--- config.mk ---
export PLATFORM = sky130hd
export DESIGN_NAME = membus_controller
export DESIGN_NICKNAME = d
export VERILOG_FILES = /design/src/rtl/membus_pkg.sv /design/src/rtl/btn_edge.sv /design/src/rtl/membus_controller.sv
export SDC_FILE = /design/constraint.sdc
export NUM_CORES = 1
export LEC_CHECK = 0
export ABC_AREA = 1
export CAP_MARGIN = 20
export CORE_MARGIN = 2
export CORE_UTILIZATION = 55
export DETAILED_ROUTE_END_ITERATION = 8
export HOLD_SLACK_MARGIN = 0.06
export PLACE_DENSITY = 0.73
export SLEW_MARGIN = 5
export SYNTH_ARGS = -nofsm -noshare
export SYNTH_HDL_FRONTEND = slang
export SYNTH_SLANG_ARGS = --single-unit
--- constraint.sdc ---
create_clock -name clk -period 2.2 [get_ports clk]
set_clock_uncertainty 0.1 [all_clocks]
set_input_delay 0.44 -clock clk [delete_from_list [all_inputs] [get_ports clk]]
set_output_delay 0.44 -clock clk [all_outputs]
set_load 0.005 [all_outputs]
--- src/rtl/membus_pkg.sv ---
// Shared mode encodings and controller state type for the memory bus controller.
package membus_pkg;

  localparam logic [1:0] MODE_MANUAL = 2'b00;
  localparam logic [1:0] MODE_SCAN   = 2'b01;
  localparam logic [1:0] MODE_FILL   = 2'b10;

  typedef enum logic [1:0] {
    S_IDLE,
    S_SCAN,
    S_FILL
  } state_e;

  // Mode 11 is reserved and behaves as MANUAL.
  function automatic logic is_manual(input logic [1:0] mode);
    return (mode == MODE_MANUAL) || (mode == 2'b11);
  endfunction

endpackage

--- src/rtl/btn_edge.sv ---
// Two-flop synchroniser followed by a registered rising-edge detector;
// a pin rise appears as a one-cycle pulse three clocks later.
module btn_edge (
  input  logic clk,
  input  logic rst,
  input  logic btn,
  output logic pulse
);

  logic sync1, sync2, sync_prev;

  always_ff @(posedge clk or posedge rst) begin
    if (rst) begin
      sync1     <= 1'b0;
      sync2     <= 1'b0;
      sync_prev <= 1'b0;
      pulse     <= 1'b0;
    end else begin
      sync1     <= btn;
      sync2     <= sync1;
      sync_prev <= sync2;
      pulse     <= sync2 & ~sync_prev;
    end
  end

endmodule

--- src/rtl/membus_controller.sv ---
// Memory bus controller: internal word RAM with MANUAL access, timed SCAN
// readback and a ramp FILL burst, driving the display address/data word.
module membus_controller
  import membus_pkg::*;
#(
  parameter int unsigned DATA_W   = 8,
  parameter int unsigned ADDR_W   = 4,
  parameter logic [23:0] SCAN_DIV = 24'd12_000_000
) (
  input  logic              clk,
  input  logic              rst,
  input  logic [1:0]        mode,
  input  logic [ADDR_W-1:0] addr_in,
  input  logic [DATA_W-1:0] data_in,
  input  logic              wr_btn,
  input  logic              rd_btn,
  output logic [ADDR_W-1:0] addr_out,
  output logic [DATA_W-1:0] data_out,
  output logic              data_valid,
  output logic              busy
);

  localparam int unsigned DEPTH = 1 << ADDR_W;

  state_e state, state_n;

  logic              wr_p, rd_p;
  logic [23:0]       div;
  logic [ADDR_W-1:0] scan_addr;
  logic [ADDR_W-1:0] fill_idx;
  logic [DATA_W-1:0] fill_seed;
  logic [DATA_W-1:0] fill_word;

  logic              man_wr, man_rd, scan_step, fill_start, fill_last;
  logic              ram_we;
  logic [ADDR_W-1:0] ram_waddr;
  logic [DATA_W-1:0] ram_wdata;
  logic [DATA_W-1:0] ram [DEPTH];

  btn_edge u_wr_edge (.clk(clk), .rst(rst), .btn(wr_btn), .pulse(wr_p));
  btn_edge u_rd_edge (.clk(clk), .rst(rst), .btn(rd_btn), .pulse(rd_p));

  assign fill_word = fill_seed + DATA_W'(fill_idx);
  assign busy      = (state == S_FILL);

  always_ff @(posedge clk or posedge rst) begin
    if (rst) state <= S_IDLE;
    else     state <= state_n;
  end

  always_comb begin
    state_n    = state;
    man_wr     = 1'b0;
    man_rd     = 1'b0;
    scan_step  = 1'b0;
    fill_start = 1'b0;
    fill_last  = 1'b0;
    case (state)
      S_IDLE: begin
        if (mode == MODE_SCAN) begin
          state_n = S_SCAN;
        end else if (mode == MODE_FILL) begin
          if (wr_p) begin
            state_n    = S_FILL;
            fill_start = 1'b1;
          end
        end else if (is_manual(mode)) begin
          man_wr = wr_p;
          man_rd = rd_p & ~wr_p;
        end
      end
      S_SCAN: begin
        if (mode != MODE_SCAN)             state_n   = S_IDLE;
        else if (div == SCAN_DIV - 24'd1)  scan_step = 1'b1;
      end
      S_FILL: begin
        if (fill_idx == '1) begin
          fill_last = 1'b1;
          state_n   = S_IDLE;
        end
      end
      default: state_n = S_IDLE;
    endcase
  end

  always_comb begin
    ram_we    = man_wr | (state == S_FILL);
    ram_waddr = (state == S_FILL) ? fill_idx : addr_in;
    ram_wdata = (state == S_FILL) ? fill_word : data_in;
  end

  // RAM contents deliberately survive reset.
  always_ff @(posedge clk) begin
    if (ram_we) ram[ram_waddr] <= ram_wdata;
  end

  always_ff @(posedge clk or posedge rst) begin
    if (rst) begin
      div        <= '0;
      scan_addr  <= '0;
      fill_idx   <= '0;
      fill_seed  <= '0;
      addr_out   <= '0;
      data_out   <= '0;
      data_valid <= 1'b0;
    end else begin
      if (state == S_SCAN && mode == MODE_SCAN)
        div <= scan_step ? '0 : div + 24'd1;
      else
        div <= '0;

      if (fill_start) begin
        fill_seed <= data_in;
        fill_idx  <= '0;
      end else if (state == S_FILL) begin
        fill_idx <= fill_idx + 1'b1;
      end

      if (man_wr) begin
        addr_out   <= addr_in;
        data_out   <= data_in;
        data_valid <= 1'b1;
      end else if (man_rd) begin
        addr_out   <= addr_in;
        data_out   <= ram[addr_in];
        data_valid <= 1'b1;
      end else if (scan_step) begin
        addr_out   <= scan_addr;
        data_out   <= ram[scan_addr];
        data_valid <= 1'b1;
        scan_addr  <= scan_addr + 1'b1;
      end else if (fill_last) begin
        addr_out   <= '1;
        data_out   <= fill_word;
        data_valid <= 1'b1;
      end
    end
  end

endmodule

# After elaboration in Yosys (flattened, before gate mapping)
# Memory sizes are Yosys's and may differ from the RTL's.
# Cells that the tools add are included.
dict set report totals {
  mem_count 1
  regBits 63
  mem_bits_rw 128
  word_cells 93
}
dict set report op_classes {
  n_addsub 4
  n_reduce_logical 8
  n_eq_ne 12
  mux 43
  n_bitwise 9
}
# memory depth word_bits read_ports rd_clocked_by_memory_dff wr line
set mem_list {}
lappend mem_list {ram 16 8 2 0 1 membus_controller.sv:38} ;# logic [DATA_W-1:0] ram [DEPTH];
# op n
set op_table {}
lappend op_table {{$mux 24} 2}
lappend op_table {{$mux 8} 5}
lappend op_table {{$mux 4} 7}
lappend op_table {{$add 24x1->24 const B} 1}
lappend op_table {{$eq 24x24->1 const B} 1}
lappend op_table {{$mux 1} 23}
lappend op_table {{$mux 2} 5}
lappend op_table {{$add 4x1->4 const B} 2}
lappend op_table {{$add 8x4->8} 1}
lappend op_table {{$eq 2x2->1 const B} 3}
lappend op_table {{$pmux 2 s3} 1}
lappend op_table {{$not 1->1} 5}
lappend op_table {{$eq 2x1->1 const B} 2}
lappend op_table {{$eq 4x4->1 const B} 1}
lappend op_table {{$logic_not 2->1} 2}
lappend op_table {{$ne 2x1->1 const B} 2}
lappend op_table {{$reduce_and 4->1} 1}
lappend op_table {{$reduce_bool 4->1} 1}
lappend op_table {{$and 1x1->1} 3}
lappend op_table {{$ne 3x2->1 const B} 1}
lappend op_table {{$ne 3x3->1 const B} 1}
lappend op_table {{$reduce_and 3->1} 1}
lappend op_table {{$ne 2x2->1 const B} 1}
lappend op_table {{$reduce_bool 2->1} 1}
lappend op_table {{other kinds (3)} 3}

# Depth between registers and ports, before layout
dict set report depth {
  ltp_word 9
  depth_mapped 13
}

# By module
# A second synthesis with hierarchy kept.
dict set report hier_totals {
  cells_unflattened 1162
  area_unflattened_um2 10123.5
}
# mod seq_area_each_um2 cells_per_inst instances area_each_um2
set modules_own_cells {}
lappend modules_own_cells {membus_controller 5220.0 1148 1 9895.7}
lappend modules_own_cells {btn_edge 100.1 7 2 113.9}

# Least setup slack after synthesis
# No wires, ideal clock.
dict set report synth_timing {
  path_kind {register to register}
  start {register fill_idx[2]}
  end {memory ram[0][7], data pin}
  synth_period_minus_slack_ns 2.368
  arrival_ns 1.937
  path_buffers 0
  setup_slack_ns -0.168
  path_stages_with_launch 9
  required_ns 1.770
  path_cell_list {dfrtp_1 > ha_1 > a21oi_1 > nand2_1 > nand2_1 > nand2_1 > nand3_1 > nand2_1 > o21ai_0}
}
dict set report synth_between {
  elab_chain_len 2
}
# item line
set synth_rtl {}
lappend synth_rtl {{start: declaration} membus_controller.sv:30} ;# logic [ADDR_W-1:0] fill_idx;
lappend synth_rtl {{start signal: assignment} membus_controller.sv:116} ;# fill_idx <= fill_idx + 1'b1;
lappend synth_rtl {{$add 8x4->8} membus_controller.sv:43} ;# assign fill_word = fill_seed + DATA_W'(fill_idx);
lappend synth_rtl {{$mux 8} membus_controller.sv:89} ;# ram_wdata = (state == S_FILL) ? fill_word : data_in;
lappend synth_rtl {{via ram_wdata[7]} membus_controller.sv:37} ;# logic [DATA_W-1:0] ram_wdata;
lappend synth_rtl {{end: declaration} membus_controller.sv:38}
# The timed path passes the listed nets, and every way through them passes these cells.

# Worst setup path in the final report
dict set report layout_timing {
  start {register fill_idx[0]}
  end {memory ram[1][4], data pin}
}
# The elaborated chain is that of the path after synthesis.

==> summary.md <==
| Metric | Value |
|---|---|
| Crit end category | register |
| Syn. warnings | 0 |
| GR Overflow Total | 0 |
| Maximum clock path buffer count | 2 |
| Total power | 13.53 mW |
| Max-Cap Viols | 0 |
| DR DRC count | 0 |
| Port Buffer Count | 31 |
| Register area share after synthesis | 54.08% |
| Clk Latency, worst-skew pair | 0.45 ns |
| Share of cells above drive strength 1 | 15.08% |
| Routed WL per cell | 19.51 µm |
| Initial core utilization | 55.99% |
| Number of global-route vias before repair | 8060 |
| Reg2Reg Setup Slack | 0.04 ns |
| Chip height | 139.0 µm |
| Status | finished clean |
| Placed insts | 1422 |
| P per Cell Area | 1130 mW/mm² |
| Worst Path Arrival | 2.37 ns |
| Final setup viols | 0 |
| Via/cell ratio | 5.979 |
| Antenna cells | 0 |
| R2R Path End | ram[1][4] |
| DRT antenna net count | 0 |
| Largest area contributor in the netlist | edfxtp_1 |
| Final hold slack | 0.1605 ns |
| CTS tree | yes |
| DR pass1 iterations | 6 |
| Post-route minimum period | 2.161 ns |
| Post-Syn Nets | 1160 |
| Post-route clock period utilization | 98.21% |
| Die W | 139.0 µm |
| Routed vias | 8705 |
| Core Region | 0.01790 mm² |
| Clock slew at reported path FFs | 0.07 ns |
| Crit path kind | reg -> reg |
| Required @ worst endpoint | 2.41 ns |
| Register bit count reported by yosys | 191 |
| IO Count | 32 |
| GRT Util Overall | 29.79% |
| Leakage | 4.782 nW |
| H-tree depth | 4 |
| Setup TNS | 0 ns |
| Max-slew headroom | 70.98% |
| Slew Limit Fails | 0 |
| Post-DP HPWL | 19530 µm |
| Post-layout util | 66.88% |
| Distinct cell type count after synthesis | 44 |
| # rows | 49 |
| Tightest Hold Check Type | in -> async |
| Number of synthesized flops with an enable pin | 128 |
| Cells after synthesis | 1132 |
| CP max FO | 8 |
| TritonCTS Buffers | 17 |
| Fmax | 462.8 MHz |
| Leading post-synthesis cells by cell area | edfxtp_1, dfrtp_1, nand2_1 |
| CTS sink count | 191 |
| Max VDD drop | 1.228 mV |
| Avg Cell Area, Syn | 8.855 µm² |
| Antenna violations before repair | 0 |
| Worst Setup Start Kind | register |
| Yosys top cell area share | 38.35% |
| Initial DRC Count | 1351 |
| Pin slew with the least headroom to its limit | 0.4314 ns |
| Final Hold Viols | 0 |
| Asr flop ratio synth | 32.98% |
| CP startpoint | fill_idx[0] |
| Area grow syn2layout | 19.45% |
| Origin of the critical flop-to-flop path | fill_idx[0] |
| Die area | 0.01932 mm² |
| First-pass GRT wire length | 44240 µm |
| Top FF cell, synth | edfxtp_1 |
| Final GP Congestion | 0.9828 |
| Finished Layout Cells | 1456 |
| Cell Area, Synth | 0.01002 mm² |
| NumNets Final | 1242 |
| Reg2Reg Depth | 11 |
| Largest net degree at the start of global routing | 59 |
| Root buf cell | clkbuf_16 |
| Routed WL | 28400 µm |
## area by class of cell
cell class,count,area [µm²]
clock buffer,17,425.4
clock inverter,15,153.9
fill,1431,5929
inverter,130,496.7
multi-input combinational,753,3950
sequential,191,5425
tap,229,286.5
timing repair buffer,121,1235
## sequential cells by signal, summed over array words and instances, names as in the netlist, 2 cells and up
| signal | flops |
|---|---|
| state | 2 |
| fill_idx | 4 |
| data_out | 8 |
| div | 24 |
| addr_out | 4 |
| scan_addr | 4 |
| ram | 128 |
| fill_seed | 8 |
## cell families after synthesis
| logic type | Yosys count | share of synthesized area (%) |
|---|---|---|
| AO/OA/AOI/OAI | 256 | 14.51 |
| adder cells (fa/ha/maj) | 10 | 1.323 |
| XOR/XNOR | 13 | 1.136 |
| buffers and inverters | 188 | 7.764 |
| flip-flops | 191 | 54.08 |
| AND/OR/NAND/NOR | 474 | 21.20 |
## timing repair
action | in CTS | in global routing
pin swaps | 0 | 7
hold buffers | 0 | 0
setup endpoints to repair | 130 | 172
setup buffers | 0 | 1
gates resized for setup | 8 | 29
gates cloned | 0 | 1
## critical path, stage by stage (launching register included)
cell,delay [ns]
dfrtp_1,0.37
ha_2,0.20
inv_1,0.05
fa_2,0.35
inv_2,0.05
nand3_1,0.07
nand2_2,0.09
buf_6,0.11
xor2_4,0.19
nand2_2,0.09
o21ai_4,0.12
clkbuf_16,0.22
## layout by cell type (no fill, tap or decap), drive strengths merged, types with 2 or more instances in the layout
cell | netlist | layout
nand3 | 121 | 121
and3 | 2 | 2
a211oi | 3 | 3
ha | 9 | 9
dfrtp | 63 | 63
o21ai | 109 | 109
nand2 | 204 | 204
nor4 | 7 | 7
a31oi | 3 | 3
clkinv | 5 | 7
nor3 | 10 | 10
edfxtp | 128 | 128
clkdlybuf4s50 | 0 | 27
buf | 45 | 91
o22ai | 4 | 4
o211ai | 57 | 57
xnor2 | 3 | 3
inv | 125 | 130
nand4 | 13 | 13
clkinvlp | 0 | 7
or2 | 2 | 2
nor2 | 113 | 113
clkbuf | 13 | 18
a21oi | 77 | 77
xor2 | 10 | 10
## cells in the mapped netlist (2+ instances only)
master    number
a31oi_1        3
buf_4          2
o22ai_1        4
nor2_1       102
nand2_1      203
edfxtp_1     128
a21oi_1       76
nand3_4        2
buf_1          4
nand3_2        3
inv_1        116
o211ai_1      57
or2_2          2
nor3_1        10
dfrtp_1       63
nor4_1         6
inv_2          9
a211oi_1       3
xor2_1        10
xnor2_1        3
nor2_2         9
buf_2         37
o21ai_0       96
ha_1           9
nand4_2        3
nand4_1       10
and3_1         2
clkbuf_1      13
clkinv_1       5
o21ai_1       13
nand3_1      116
## per-layer routing
metal  up-vias  routed length [µm]  track usage, %
met2       515               12820           44.41
li1       4048                   -               -
met4         0                1285           14.46
met3       102                2852           6.699
met1      4040               11450           41.63
met5         -                   0               0
## how the worst max path moves through the flow
stage | slack, ns | cells past startpoint | to
3_3_place_gp | -0.48 | 10 | ram[13][6]
6_report | 0.04 | 11 | ram[1][4]
4_1_cts | 0.009 | 6 | busy
2_1_floorplan | -0.1 | 9 | ram[8][0]
3_5_place_dp | -0.53 | 11 | ram[1][2]
5_1_grt | -0.02 | 10 | ram[7][6]
## where the power goes
part	internal, mW	switching, mW	leakage (nW)
logic	1.96	3.08	2.56
clock network	1.60	1.45	0.267
registers	5.11	0.338	1.95
total	8.67	4.86	4.78
## through the flow
stage / instance area (µm²) / setup WS, ns
2_1_floorplan: 10050 / -0.09691
5_1_grt: 11970 / -0.02469
4_1_cts: 11830 / 0.009383
3_5_place_dp: 11230 / -0.5304
6_report: 11970 / 0.03945
3_3_place_gp: 11230 / -0.4764
(Power assumes the default switching activity.)
